[config.mk]
export PLATFORM = sky130hd
export DESIGN_NAME = alu_issue_controller
export DESIGN_NICKNAME = d
export VERILOG_FILES = /design/src/rtl/alu_issue_controller_pkg.sv /design/src/rtl/alu_issue_controller_regfile.sv /design/src/rtl/alu_issue_controller.sv
export SDC_FILE = /design/constraint.sdc
export NUM_CORES = 2
export LEC_CHECK = 0
export CAP_MARGIN = 40
export CELL_PAD_IN_SITES_DETAIL_PLACEMENT = 0
export CELL_PAD_IN_SITES_GLOBAL_PLACEMENT = 1
export CORE_MARGIN = 4
export CORE_UTILIZATION = 50
export DETAILED_ROUTE_END_ITERATION = 12
export DONT_BUFFER_PORTS = 1
export GPL_TIMING_DRIVEN = 0
export HOLD_SLACK_MARGIN = 0.02
export MAX_ROUTING_LAYER = met4
export PLACE_DENSITY_LB_ADDON = 0.1
export SLEW_MARGIN = 0
export SYNTH_ARGS = -nofsm -noshare
export SYNTH_HDL_FRONTEND = slang
export SYNTH_SLANG_ARGS = --single-unit
[constraint.sdc]
create_clock -name clk -period 3 [get_ports clk]
set_input_delay 0.3 -clock clk [delete_from_list [all_inputs] [get_ports clk]]
set_output_delay 0.3 -clock clk [all_outputs]
set_load 0.01 [all_outputs]
[src/rtl/alu_issue_controller_pkg.sv]
// Shared types for the ALU issue stage: ALU operation encodings, RV32I
// opcode/funct constants and the issue FSM state enum.
package alu_issue_controller_pkg;

  typedef enum logic [3:0] {
    ALU_NONE = 4'd0,
    ALU_AND  = 4'd1,
    ALU_OR   = 4'd2,
    ALU_XOR  = 4'd3,
    ALU_SLL  = 4'd5,
    ALU_SRL  = 4'd6,
    ALU_SRA  = 4'd7,
    ALU_ADD  = 4'd8,
    ALU_SUB  = 4'd12,
    ALU_SLT  = 4'd13,
    ALU_SLTU = 4'd15
  } alu_control_t;

  localparam logic [6:0] OPC_OP     = 7'b0110011;
  localparam logic [6:0] OPC_OP_IMM = 7'b0010011;
  localparam logic [6:0] F7_BASE    = 7'b0000000;
  localparam logic [6:0] F7_ALT     = 7'b0100000;

  localparam logic [2:0] F3_ADD  = 3'b000;
  localparam logic [2:0] F3_SLL  = 3'b001;
  localparam logic [2:0] F3_SLT  = 3'b010;
  localparam logic [2:0] F3_SLTU = 3'b011;
  localparam logic [2:0] F3_XOR  = 3'b100;
  localparam logic [2:0] F3_SR   = 3'b101;
  localparam logic [2:0] F3_OR   = 3'b110;
  localparam logic [2:0] F3_AND  = 3'b111;

  // REJECT holds the cycle in which `illegal` is visible before returning to IDLE.
  typedef enum logic [2:0] {
    S_IDLE, S_DECODE, S_EXECUTE, S_WRITEBACK, S_REJECT
  } state_t;

endpackage

[src/rtl/alu_issue_controller_regfile.sv]
// 32-entry register file: two async read ports, one sync write port, x0 reads zero.
module register_file #(
  parameter int N    = 32,
  parameter int REGS = 32
) (
  input  logic         clk,
  input  logic         rst,
  input  logic         we,
  input  logic [4:0]   waddr,
  input  logic [N-1:0] wdata,
  input  logic [4:0]   raddr1,
  input  logic [4:0]   raddr2,
  output logic [N-1:0] rdata1,
  output logic [N-1:0] rdata2
);

  logic [N-1:0] regs [REGS];

  always_ff @(posedge clk) begin
    if (rst) begin
      regs <= '{default: '0};
    end else if (we && waddr != 5'd0) begin
      regs[waddr] <= wdata;
    end
  end

  assign rdata1 = (raddr1 == 5'd0) ? '0 : regs[raddr1];
  assign rdata2 = (raddr2 == 5'd0) ? '0 : regs[raddr2];

endmodule

[src/rtl/alu_issue_controller.sv]
// Four-cycle issue/writeback stage feeding the combinational ALU: accept,
// decode + operand read, execute, writeback into the internal register file.
module alu_issue_controller
  import alu_issue_controller_pkg::*;
#(
  parameter int N    = 32,
  parameter int REGS = 32
) (
  input  logic         clk,
  input  logic         rst,
  input  logic         instr_valid,
  output logic         instr_ready,
  input  logic [31:0]  instr,
  output logic [N-1:0] alu_a,
  output logic [N-1:0] alu_b,
  output alu_control_t alu_control,
  input  logic [N-1:0] alu_result,
  input  logic         alu_overflow,
  output logic         wb_valid,
  output logic [4:0]   wb_rd,
  output logic [N-1:0] wb_data,
  output logic         wb_overflow,
  output logic         illegal
);

  state_t       state, state_next;
  logic [31:0]  instr_q;
  logic [N-1:0] rdata1, rdata2;
  logic [N-1:0] imm;
  logic [6:0]   opcode, funct7;
  logic [2:0]   funct3;
  logic         dec_legal;
  logic [N-1:0] dec_b;
  alu_control_t dec_ctrl;

  assign opcode = instr_q[6:0];
  assign funct3 = instr_q[14:12];
  assign funct7 = instr_q[31:25];
  assign imm    = {{(N-12){instr_q[31]}}, instr_q[31:20]};

  register_file #(.N(N), .REGS(REGS)) u_rf (
    .clk    (clk),
    .rst    (rst),
    .we     (state == S_WRITEBACK),
    .waddr  (wb_rd),
    .wdata  (wb_data),
    .raddr1 (instr_q[19:15]),
    .raddr2 (instr_q[24:20]),
    .rdata1 (rdata1),
    .rdata2 (rdata2)
  );

  // Shift amounts are zero-extended 5-bit values so the ALU never sees b > 31.
  always_comb begin
    dec_legal = 1'b0;
    dec_ctrl  = ALU_NONE;
    dec_b     = (opcode == OPC_OP) ? rdata2 : imm;
    if (opcode == OPC_OP || opcode == OPC_OP_IMM) begin
      dec_legal = 1'b1;
      case (funct3)
        F3_ADD:  dec_ctrl = (opcode == OPC_OP && funct7 == F7_ALT) ? ALU_SUB : ALU_ADD;
        F3_SLL:  dec_ctrl = ALU_SLL;
        F3_SLT:  dec_ctrl = ALU_SLT;
        F3_SLTU: dec_ctrl = ALU_SLTU;
        F3_XOR:  dec_ctrl = ALU_XOR;
        F3_SR:   dec_ctrl = (funct7 == F7_ALT) ? ALU_SRA : ALU_SRL;
        F3_OR:   dec_ctrl = ALU_OR;
        default: dec_ctrl = ALU_AND;
      endcase
      if (funct3 == F3_SLL || funct3 == F3_SR) begin
        dec_b = {{(N-5){1'b0}}, (opcode == OPC_OP) ? rdata2[4:0] : instr_q[24:20]};
      end
      if (opcode == OPC_OP) begin
        if (funct7 == F7_ALT) dec_legal = (funct3 == F3_ADD) || (funct3 == F3_SR);
        else                  dec_legal = (funct7 == F7_BASE);
      end else if (funct3 == F3_SLL) begin
        dec_legal = (funct7 == F7_BASE);
      end else if (funct3 == F3_SR) begin
        dec_legal = (funct7 == F7_BASE) || (funct7 == F7_ALT);
      end
    end
  end

  always_comb begin
    state_next = state;
    case (state)
      S_IDLE:      if (instr_valid) state_next = S_DECODE;
      S_DECODE:    state_next = dec_legal ? S_EXECUTE : S_REJECT;
      S_EXECUTE:   state_next = S_WRITEBACK;
      S_WRITEBACK: state_next = S_IDLE;
      default:     state_next = S_IDLE;
    endcase
  end

  always_ff @(posedge clk) begin
    if (rst) state <= S_IDLE;
    else     state <= state_next;
  end

  always_ff @(posedge clk) begin
    if (rst) begin
      instr_q     <= '0;
      alu_a       <= '0;
      alu_b       <= '0;
      alu_control <= ALU_NONE;
      wb_rd       <= '0;
      wb_data     <= '0;
      wb_overflow <= 1'b0;
      illegal     <= 1'b0;
    end else begin
      illegal <= 1'b0;
      case (state)
        S_IDLE: if (instr_valid) instr_q <= instr;
        S_DECODE: begin
          if (dec_legal) begin
            alu_a       <= rdata1;
            alu_b       <= dec_b;
            alu_control <= dec_ctrl;
          end else begin
            illegal <= 1'b1;
          end
        end
        S_EXECUTE: begin
          wb_rd       <= instr_q[11:7];
          wb_data     <= alu_result;
          wb_overflow <= alu_overflow;
        end
        default: ;
      endcase
    end
  end

  assign instr_ready = (state == S_IDLE) && !rst;
  assign wb_valid    = (state == S_WRITEBACK);

endmodule

==> results.cfg <==
[power_and_ir_drop]
p_leak_nw = 20.0
power_density_mw_per_mm2 = 528
max-vdd-ir-drop_mv = 0.565
finalPower_mw = 34.6

[synth]
ys_async_sr_fraction_pct = 0
syn_avg_cell_area_um2 = 9.03
synth_edf_count = 0
syn_inst = 6219
synthesis.nets = 6287
yosys_register_bits = 1166
synth.most_common_cell = nand2_1
synth_ff_type = dfxtp_1
netlist_area_mm2 = 0.0562
synth_top_cell_by_area = dfxtp_1
ys_types = 51
ys_seq_area_share_pct = 41.6
ys_top_cells_by_area = dfxtp_1 42%, mux4_2 21%, nand2_1 15%, a21oi_1 10%, clkbuf_1 3.5%
netlist.area_leader.share_pct = 41.6
ys_warn_count = 0
synth_common_cells = 2201 x nand2_1, 1166 x dfxtp_1, 1146 x a21oi_1

[sta]
fmax_mhz = 315
timing.final.crit_share_pct = 106
period_needed_ps = 3180
worst_pin_slew_ps = 998
fin_ws_ps = -177
hold_viol = 0
maxSlewViolCount = 0
rsz0062_at_grt = true
max_slew_margin_pct = 33.5
clock-skew-final_ps = 23.7
timing.final.setup_violations = 50

[final_layout]
filler_cell_count = 9950
area_growth_pct = 16.8
layout.nets = 6595
utilization_pct = 59.0
drive_gt1_share_pct = 17.4

[floorplan]
die_w_um = 343
io_pins = 177
fp.dieArea_mm2 = 0.118
fp-row-count = 122
core_mm2 = 0.111
die_h_um = 343
start_util_pct = 50.5

[status]
status = complete, but fails checks
failed_checks = setup timing

[routing]
drt_iter0_drc = 8298
drc_errors = 0
routed_wl_um = 276000
dr_total_vias = 53100
ant_nets = 0
firstDrtPassIters = 8
via_per_inst = 6.53
avgRoutedWirePerCell_um = 34.0

[hold_path]
min_from = rst
hold_class = input port to flip-flop

[cts]
cts.sinks = 1166
clkLatencyLatePin_ps = 780
cts.clk_slew.worst_paths_ps = 60
cts_made_buffers = 133
cts_tree = done
clockBufferDepth = 3
cts_max_level = 4
clockRootBuffer = clkbuf_16

[setup_path]
critPathKind = flip-flop to flip-flop
worstPathArrival_ps = 3790
worst-r2r-cell-count = 9
r2r_start = instr_q[21]$_SDFFE_PP0P_
required_ps = 3610
setup.worst_path.end = alu_b[29]$_SDFFE_PP0P_
startpoint_type = flip-flop
rr_endpoint = alu_b[29]$_SDFFE_PP0P_
crit_start = instr_q[21]$_SDFFE_PP0P_
r2r_slack_ps = -180
critPathMaxFanout = 10
end_kind = flip-flop

[flow_run]
maxCapViolations = 0

[grt]
grt_pass1_wl_um = 376000
grt_max_degree = 17
grt_overflow = 0
first_global_vias = 48700
track_usage_pct = 47.3
grt_antenna_before_repair = 28

[place]
io_buffers = 0
dp_hpwl_um = 222000
place.gp.congestion = 1.04
==> cells by family after synthesis <==
family                    count (synthesis)  synth area share [%]
buffers and inverters                   626                  4.39
AOI/OAI and AO/OA                      1331                  13.1
xor gates and xnor gates                  3                0.0468
and+or+nand+nor                        2390                  16.5
muxes                                   703                  24.5
DFF                                    1166                  41.6
==> critical path, stage by stage, from the launching register on <==
cell	delay, ps
dfxtp_2	490
buf_6	290
buf_6	270
buf_6	300
buf_6	330
mux2i_1	270
buf_4	240
o21ai_0	180
o211ai_1	460
a21oi_1	110
==> flip-flops by register name, summed over array words and instances, names as in the netlist <==
register / flops
alu_a: 32
alu_b: 32
alu_control: 4
illegal: 1
instr_q: 32
state: 3
u_rf.regs: 1024
wb_data: 32
wb_overflow: 1
wb_rd: 5
==> worst min path at each step <==
stage / end / depth (start not counted)
6_report: u_rf.regs[1003]$_SDFFE_PP0P_ / 3
5_1_grt: u_rf.regs[1005]$_SDFFE_PP0P_ / 3
4_1_cts: u_rf.regs[1003]$_SDFFE_PP0P_ / 3
2_1_floorplan: instr_q[3]$_SDFFE_PP0P_ / 2
3_3_place_gp: wb_data[28]$_SDFFE_PP0P_ / 2
3_5_place_dp: wb_data[8]$_SDFFE_PP0P_ / 2
==> report_power, final <==
part           switching [mW]  leakage [nW]  internal (mW)
combinational            1.86          8.46          0.844
sequential             0.0486          9.39           15.5
clock                    6.98          2.11           9.38
==> repair_timing <==
item | 4_1_cts | 5_1_grt
gates resized for setup | 231 | 165
endpoints found under the setup margin | 967 | 674
endpoints found under the hold margin | 72 | 0
pin swaps | 2 | 3
setup buffers | 3 | 2
cloned | 0 | 0
hold buffers | 69 | 0
==> cell usage in the layout, fill, tap and decap left out, types with 13 or more instances in the layout <==
master         count
dlygate4sd3_1     69
buf_2             20
nor2b_1           34
o2bb2ai_2         30
clkbuf_2          79
a22oi_1           36
clkbuf_16        137
buf_1             20
clkbuf_4          13
dfxtp_1         1161
a211oi_1          15
nor2_4            18
buf_4             35
o22ai_1           23
mux2i_1          140
clkinv_2          15
diode_2           26
o21ai_0           14
o221ai_1          23
buf_8             66
buf_6             70
clkbuf_1         454
nor2_2            15
nor2_1            48
mux2i_4           17
a21oi_1         1141
clkbuf_8          34
mux4_2           535
nand2_1         2195
==> metrics by stage <==
step,setup slack (ps),setup TNS [ps],instances,hold WS (ps),area (um2)
after floorplan,435,0,6219,432,56200
after global placement,-2430,-652120,7707,438,58000
after detailed placement,-1890,-278100,7819,442,59500
after CTS,-11.3,-11.3,8114,109,65200
after global routing,-85.7,-3280,8137,164,65600
final,-177,-3070,8138,162,65600
==> metal layers <==
| layer | share of wire, % | routed length, um | vias up | global-route usage [%] |
|---|---|---|---|---|
| met2 | 41 | 113000 | 3970 | 64.9 |
| met1 | 37 | 102000 | 25900 | 58.4 |
| met3 | 16 | 43500 | 811 | 21.9 |
| met5 | 0 | 0 | - | - |
| met4 | 6.4 | 17700 | 0 | 23.5 |
| li1 | - | - | 22400 | - |
==> final cells by class <==
cell class              count  area [um2]  share of cell area, %
repair buffers            187        2220                   3.39
well taps                1488        1860                   2.84
multi-input cells        4427       31000                   47.2
plain buffers             609        2850                   4.35
clock buffers             206        4020                   6.13
flip-flops and latches   1166       23400                   35.6
diodes                     26        65.1                 0.0992
inverters                   3        11.3                 0.0172
clock inverters            26         255                  0.389
No activity file was read; power rests on OpenSTA's default activity.
